## config.mk

```make
export PLATFORM = sky130hd
export DESIGN_NAME = mem_stage
export DESIGN_NICKNAME = d
export VERILOG_FILES = /design/src/rtl/mem_stage.sv
export SDC_FILE = /design/constraint.sdc
export NUM_CORES = 1
export LEC_CHECK = 0
export BUFFER_PORTS_ARGS = -buffer_cell sky130_fd_sc_hd__buf_2
export CAP_MARGIN = 5
export CORE_ASPECT_RATIO = 0.6
export CORE_MARGIN = 8
export CORE_UTILIZATION = 45
export DETAILED_ROUTE_END_ITERATION = 6
export HOLD_SLACK_MARGIN = 0.06
export PLACE_DENSITY = 0.73
export SKIP_LAST_GASP = 1
export SYNTH_ARGS = -nofsm -noshare
export SYNTH_HDL_FRONTEND = slang
export SYNTH_SLANG_ARGS = --single-unit
```

## constraint.sdc

```tcl
create_clock -name clk -period 3.7 [get_ports clk]
set_input_delay 0.185 -clock clk [delete_from_list [all_inputs] [get_ports clk]]
set_output_delay 0.185 -clock clk [all_outputs]
set_load 0.05 [all_outputs]
```

## src/rtl/mem_stage.sv

```systemverilog
// Pipeline memory stage: drives the data-memory handshake, lane-aligns stores,
// extracts and extends loads, and registers the MEM/WB write-back values.
module mem_stage (
    input  logic        clk,
    input  logic        rst,
    input  logic [31:0] ex_alu_result,
    input  logic [31:0] ex_rs2_data,
    input  logic [4:0]  ex_rd,
    input  logic        ex_reg_write,
    input  logic        ex_mem_read,
    input  logic        ex_mem_write,
    input  logic        ex_mem_reg,
    input  logic [31:0] ex_mem_instruction,
    output logic        dmem_req,
    output logic        dmem_we,
    output logic [31:0] dmem_addr,
    output logic [3:0]  dmem_be,
    output logic [31:0] dmem_wdata,
    input  logic [31:0] dmem_rdata,
    input  logic        dmem_ack,
    output logic        mem_stall,
    output logic [31:0] wb_result,
    output logic [4:0]  wb_rd,
    output logic        wb_reg_write,
    output logic        mem_misaligned
);

    typedef enum logic {IDLE, WAIT} state_t;

    state_t      state, state_next;
    logic [2:0]  funct3;
    logic        unused_instr_bits;
    logic        memop, is_store, is_load, is_byte, is_half, aligned, misaligned;
    logic [1:0]  byte_off;
    logic [3:0]  cur_be;
    logic [31:0] cur_wdata;
    logic [7:0]  ld_byte;
    logic [15:0] ld_half;
    logic [31:0] load_value;
    logic        hold_we;
    logic [31:0] hold_addr;
    logic [3:0]  hold_be;
    logic [31:0] hold_wdata;

    assign funct3            = ex_mem_instruction[14:12];
    assign unused_instr_bits = ^{ex_mem_instruction[31:15], ex_mem_instruction[11:0]};

    // A store wins when both read and write are flagged; funct3 100/101 only size loads.
    always_comb begin
        memop    = ex_mem_read | ex_mem_write;
        is_store = ex_mem_write;
        is_load  = ex_mem_read & ~ex_mem_write;
        byte_off = ex_alu_result[1:0];
        is_byte  = (funct3 == 3'b000) || (is_load && (funct3 == 3'b100));
        is_half  = (funct3 == 3'b001) || (is_load && (funct3 == 3'b101));
        if (is_byte)
            aligned = 1'b1;
        else if (is_half)
            aligned = ~byte_off[0];
        else
            aligned = (byte_off == 2'b00);
        misaligned = memop & ~aligned;
    end

    always_comb begin
        cur_be    = 4'b0000;
        cur_wdata = ex_rs2_data;
        if (is_store) begin
            if (is_byte) begin
                cur_be    = 4'b0001 << byte_off;
                cur_wdata = {4{ex_rs2_data[7:0]}};
            end else if (is_half) begin
                cur_be    = byte_off[1] ? 4'b1100 : 4'b0011;
                cur_wdata = {2{ex_rs2_data[15:0]}};
            end else begin
                cur_be    = 4'b1111;
            end
        end
    end

    // Funct3 bit 2 distinguishes the unsigned load variants.
    always_comb begin
        case (byte_off)
            2'd0:    ld_byte = dmem_rdata[7:0];
            2'd1:    ld_byte = dmem_rdata[15:8];
            2'd2:    ld_byte = dmem_rdata[23:16];
            default: ld_byte = dmem_rdata[31:24];
        endcase
        ld_half = byte_off[1] ? dmem_rdata[31:16] : dmem_rdata[15:0];
        if (is_byte)
            load_value = {{24{~funct3[2] & ld_byte[7]}}, ld_byte};
        else if (is_half)
            load_value = {{16{~funct3[2] & ld_half[15]}}, ld_half};
        else
            load_value = dmem_rdata;
    end

    always_comb begin
        state_next = state;
        dmem_req   = 1'b0;
        dmem_we    = is_store;
        dmem_addr  = {ex_alu_result[31:2], 2'b00};
        dmem_be    = cur_be;
        dmem_wdata = cur_wdata;
        mem_stall  = 1'b0;
        case (state)
            IDLE: begin
                if (memop && aligned) begin
                    dmem_req = 1'b1;
                    if (!dmem_ack) begin
                        mem_stall  = 1'b1;
                        state_next = WAIT;
                    end
                end
            end
            WAIT: begin
                dmem_req   = 1'b1;
                dmem_we    = hold_we;
                dmem_addr  = hold_addr;
                dmem_be    = hold_be;
                dmem_wdata = hold_wdata;
                if (dmem_ack)
                    state_next = IDLE;
                else
                    mem_stall = 1'b1;
            end
            default: state_next = IDLE;
        endcase
        if (rst)
            dmem_req = 1'b0;
    end

    // The request is frozen on entry to WAIT so the bus stays stable until ack.
    always_ff @(posedge clk or posedge rst) begin
        if (rst) begin
            state      <= IDLE;
            hold_we    <= 1'b0;
            hold_addr  <= 32'd0;
            hold_be    <= 4'd0;
            hold_wdata <= 32'd0;
        end else begin
            state <= state_next;
            if ((state == IDLE) && (state_next == WAIT)) begin
                hold_we    <= dmem_we;
                hold_addr  <= dmem_addr;
                hold_be    <= dmem_be;
                hold_wdata <= dmem_wdata;
            end
        end
    end

    always_ff @(posedge clk or posedge rst) begin
        if (rst) begin
            wb_result      <= 32'd0;
            wb_rd          <= 5'd0;
            wb_reg_write   <= 1'b0;
            mem_misaligned <= 1'b0;
        end else if (mem_stall) begin
            wb_reg_write   <= 1'b0;
            mem_misaligned <= 1'b0;
        end else if (misaligned) begin
            wb_reg_write   <= 1'b0;
            mem_misaligned <= 1'b1;
        end else begin
            wb_result      <= (ex_mem_reg && is_load) ? load_value : ex_alu_result;
            wb_rd          <= ex_rd;
            wb_reg_write   <= ex_reg_write && (ex_rd != 5'd0) && !is_store;
            mem_misaligned <= 1'b0;
        end
    end

endmodule

```

Word-level counts from Yosys, hierarchy flattened
Index checks and enable logic that the tools add are counted.
{"block": "totals", "register_bits": 109, "input_bits": 140, "out_inout_bits": 110}
{"block": "op_classes", "n_eq_ne": 5, "n_shift": 1, "n_mux": 28, "bitwise_logic": 12, "reduce_logical": 14}
{"operator": "$mux W32", "count": 8}
{"operator": "$pmux W8 S3", "count": 1}
{"operator": "$mux W4", "count": 5}
{"operator": "$mux W16", "count": 1}
{"operator": "$mux W1", "count": 11}
{"operator": "$logic_and A1 B1 Y1", "count": 7}
{"operator": "$not A1 Y1", "count": 7}
{"operator": "$eq A3 B3 Y1 const B", "count": 2}
{"operator": "$reduce_bool A5 Y1", "count": 1}
{"operator": "$and A1 B1 Y1", "count": 4}
{"operator": "$pmux W1 S2", "count": 2}
{"operator": "$shl A1 B2 Y4 const A", "count": 1}
{"operator": "$eq A3 B1 Y1 const B", "count": 1}
{"operator": "$logic_not A3 Y1", "count": 1}
{"operator": "$eq A2 B1 Y1 const B", "count": 1}
{"operator": "$eq A2 B2 Y1 const B", "count": 1}
{"operator": "$logic_not A2 Y1", "count": 1}
{"operator": "$logic_or A1 B1 Y1", "count": 2}
{"operator": "$reduce_and A2 Y1", "count": 1}
{"operator": "$logic_not A1 Y1", "count": 1}
{"operator": "$or A1 B1 Y1", "count": 1}

Logic depth before layout (Yosys ltp)
{"block": "logic_depth", "depth_word": 11, "ltp_mapped": 7}

Least setup slack after synthesis
Ideal clock, no wire load.
{"block": "synth_timing", "path_type": "input to output", "startpoint": "in ex_mem_write", "endpoint": "out dmem_wdata[31]", "t_arrival_ns": 2.344, "path_slack_ns": 1.171, "path_stages": 6, "n_path_buf": 2, "cell_sequence": "clkbuf_1 -> nor3b_2 -> clkbuf_1 -> or2_2 -> nand2_1 -> o21ai_0"}
{"block": "synth_between", "elab_chain_cells": 8, "word_cells_on_any_way": 10}
{"element": "from (decl)", "line": "11", "source": "input logic ex_mem_write,"}
{"element": "$not A1 Y1", "line": "52", "source": "is_load = ex_mem_read & ~ex_mem_write;"}
{"element": "$and A1 B1 Y1", "line": "52"}
{"element": "$logic_and A1 B1 Y1", "line": "55", "source": "is_half = (funct3 == 3'b001) || (is_load && (funct3 == 3'b101));"}
{"element": "$logic_or A1 B1 Y1", "line": "55"}
{"element": "$mux W32", "line": "72", "source": "end else if (is_half) begin"}
{"element": "$mux W32", "line": "69", "source": "if (is_byte) begin"}
{"element": "$mux W32 (*)", "line": "68", "source": "if (is_store) begin"}
{"element": "$mux W32 (*)", "line": "106", "source": "case (state)"}
{"element": "to (decl)", "line": "18", "source": "output logic [31:0] dmem_wdata,"}
Every way passes the cells marked *; elsewhere a longest branch is shown, timed or not.

Final worst setup path
{"block": "layout_timing", "startpoint": "reg state", "endpoint": "reg wb_result[6]"}
{"block": "layout_between", "elab_chain_cells": 4}
{"element": "from (decl)", "line": "30", "source": "state_t state, state_next;"}
{"element": "from (signal assigned)", "line": "142", "source": "state <= state_next;"}
{"element": "$not A1 Y1"}
{"element": "$pmux W1 S2 (*)", "line": "106"}
{"element": "$not A1 Y1 (no line) (*)"}
{"element": "$reduce_and A2 Y1 (no line) (*)"}
{"element": "to (signal assigned)", "line": "165", "source": "wb_result <= (ex_mem_reg && is_load) ? load_value : ex_alu_result;"}
{"element": "to (decl)", "line": "22", "source": "output logic [31:0] wb_result,"}
Marked as above.
A chain may end at the register's enable or synchronous reset.

==> out/metrics.yaml <==
yosysWarningCount: 0
max_stage_delay_ns: 0.81
worstSetupEndpointType: "register"
grt_max_degree: 60
coreArea_sq_um: 13700
wl_per_cell_um: 22.6
synth_top_area_share_pct: 42.9
first_global_vias: 5931
clock_latency_ns: 0.34
crit_path_cell_trace: "inv_1 > o21ai_2 > buf_4 > and3_1 > buf_4 > mux2_2"
r2r_cells: 6
tightest_slew_ns: 1.26
start_kind: "register"
cp_slowest_cell: "dfrtp_2"
cp_max_fo: 38
cp-endpoint: "wb_result[6]"
detail-route-antenna-nets: 0
root_buffer: "clkbuf_16"
min_period_over_period_pct: 69.4
grt_overflow: 0
die_w_um: 169
required_ns: 3.93
placedCellCount: 931
synthTopCellsByArea: "dfrtp_1, mux2_2, a221oi_1"
clock_skew_ns: 0.00870
clkTransAtPathRegs_ns: 0.08
slew_headroom_pct: 15.6
synth_fp_nets: 698
rr_endpoint: "wb_result[6]"
globalplace.congestion: 0.945
yosysSeqAreaShare_pct: 42.9
rr_startpoint: "state"
synth_cells: 558
cts_tree: "done"
r2r_setup_slack_ns: 1.13
port_buffers: 220
grt_use_total_pct: 23.0
netlist_area_sq_um: 6360
rsz0062_at_grt: "false"
route.vias.total: 5688
final_nets: 891
finalCriticalPeriod_ns: 2.57
cp.arrival_ns: 2.80
initial_core_util_pct: 46.4
leakagePower_uw: 0.00362
irDropWorstVdd_v: 0.000275
status: "completed"
yosys_most_used_dff: "dfrtp_1"
htree_levels: 3
drc: 0
clock-sinks: 109
powerDensity_nw_per_um2: 552
dp_hpwl_um: 16100
final_cells: 949
tns_ns: 0
dieArea_sq_um: 18300
num_rows: 33
max_freq_mhz: 389
hold_path_class: "in2reg"
viasPerCell: 5.99
maxCapViolations: 0
slew_viol_final: 0
final-setup-viol-count: 0
firstDrtPassIters: 5
ioPinCount: 250
cts_made_buffers: 9
yosys.area.top_type: "dfrtp_1"
fill_cells: 1189
drt_first_iter_violations: 535
cts_max_path_buffers: 2
cp_common_cell: "buf_4"
grt_pass1_wl_um: 33500
yosysMostFrequentCell: "mux2_2"
syn_avg_cell_area_sq_um: 11.4
crit_path_start: "state"
die_h_um: 108
post_cts_resized: 0
synth_edf_count: 0
ys_types: 46
synth_commonest_cells: "mux2_2, dfrtp_1, nor2_1"
async_flop_share_pct: 100
hold_violations: 0
crit_type: "reg2reg"
drive_above_1_share_pct: 53.3
antenna_found_initial: 1
wl_um: 21500
ys_ff_latch: 109
area_growth_pct: 24.1
## where the power goes
group / internal, uW / switching, uW / total, uW
combinational: 550 / 1160 / 1710
clock: 549 / 455 / 1000
sequential: 1480 / 160 / 1640
## through the flow
step | area, sq um | util (%) | worst slack [ns] | power [uW] | hold WS, ns
final | 7890 | 57.5 | 1.13 | 4350 | 0.0890
after global routing | 7890 | 57.5 | 1.05 | 4560 | 0.0776
after CTS | 7890 | 57.5 | 1.16 | 4380 | 0.0779
after detailed placement | 7570 | 55.3 | 1.08 | 3370 | 0.204
after global placement | 7570 | 55.3 | 1.17 | 3300 | 0.189
after floorplan | 6360 | - | 0.641 | 2930 | 0.320
## placed cells by master, fill, tap and decap left out, types with 3 or more instances in the layout
cell / Yosys / routed
a21oi_1: 17 / 17
mux4_2: 7 / 7
o21ai_0: 3 / 3
nor2_1: 37 / 37
nand2_1: 16 / 16
a211oi_1: 21 / 21
nand4_1: 27 / 27
clkbuf_16: 0 / 9
o41ai_1: 6 / 6
dfrtp_1: 109 / 108
nand2b_1: 3 / 3
buf_4: 2 / 13
mux2_2: 138 / 138
o31ai_1: 26 / 26
a21o_1: 12 / 12
inv_1: 6 / 5
mux2i_1: 13 / 13
buf_2: 15 / 220
mux2_1: 6 / 6
o211ai_1: 4 / 4
a221oi_1: 24 / 24
nor2b_1: 4 / 4
## layout make-up
type / count / area, sq um / share of cell area, %
Inverter: 7 / 28.8 / 0.365
Sequential cell: 109 / 2730 / 34.6
Tap cell: 192 / 240 / 3.05
Antenna cell: 1 / 2.50 / 0.0317
Clock buffer: 12 / 246 / 3.12
Multi-Input combinational cell: 390 / 3380 / 42.8
Clock inverter: 4 / 55.1 / 0.698
Timing Repair Buffer: 234 / 1210 / 15.3
## timing repair
item / 4_1_cts / 5_1_grt
buffers inserted: 0 / 0
hold buffers: 1 / 0
endpoints found under the hold margin: 25 / 0
## layer usage
metal	track usage (%)	part of all wire, %	up-vias
met5	0	0	-
met4	6.22	2.1	0
met3	8.44	11	50
met2	34.4	44	314
met1	31.2	44	2791
li1	-	-	2533
## cell families after synthesis
kind of cell	synth area share (%)
AO/OA/AOI/OAI	14.7
AND/OR/NAND/NOR	8.31
multiplexers	30.0
buffers and inverters	4.01
flip-flops	42.9
## flip-flops by register name (all words and copies together) (netlist names)
signal	flops
hold_addr	32
hold_be	4
hold_wdata	32
hold_we	1
mem_misaligned	1
state	1
wb_rd	5
wb_reg_write	1
wb_result	32
## how the worst min path moves through the flow
stage | start | endpoint | slack (ns) | cells past startpoint
after floorplan | ex_alu_result[19] | hold_addr[19] | 0.32 | 1
after global placement | rst | hold_wdata[14] | 0.19 | 2
after detailed placement | rst | hold_wdata[14] | 0.20 | 2
after CTS | ex_rd[1] | wb_rd[1] | 0.08 | 2
after global routing | ex_reg_write | wb_reg_write | 0.08 | 2
final | ex_rd[1] | wb_rd[1] | 0.09 | 2
## worst max-delay path: cells and delay by family (launching register included)
| family | cells | cell delay (ns) |
|---|---|---|
| compound gates | 1 | 0.16 |
| buf+inv | 3 | 0.87 |
| flops | 1 | 0.81 |
| mux | 1 | 0.39 |
| simple gates | 1 | 0.21 |
Power figures use the tool's default switching activity.
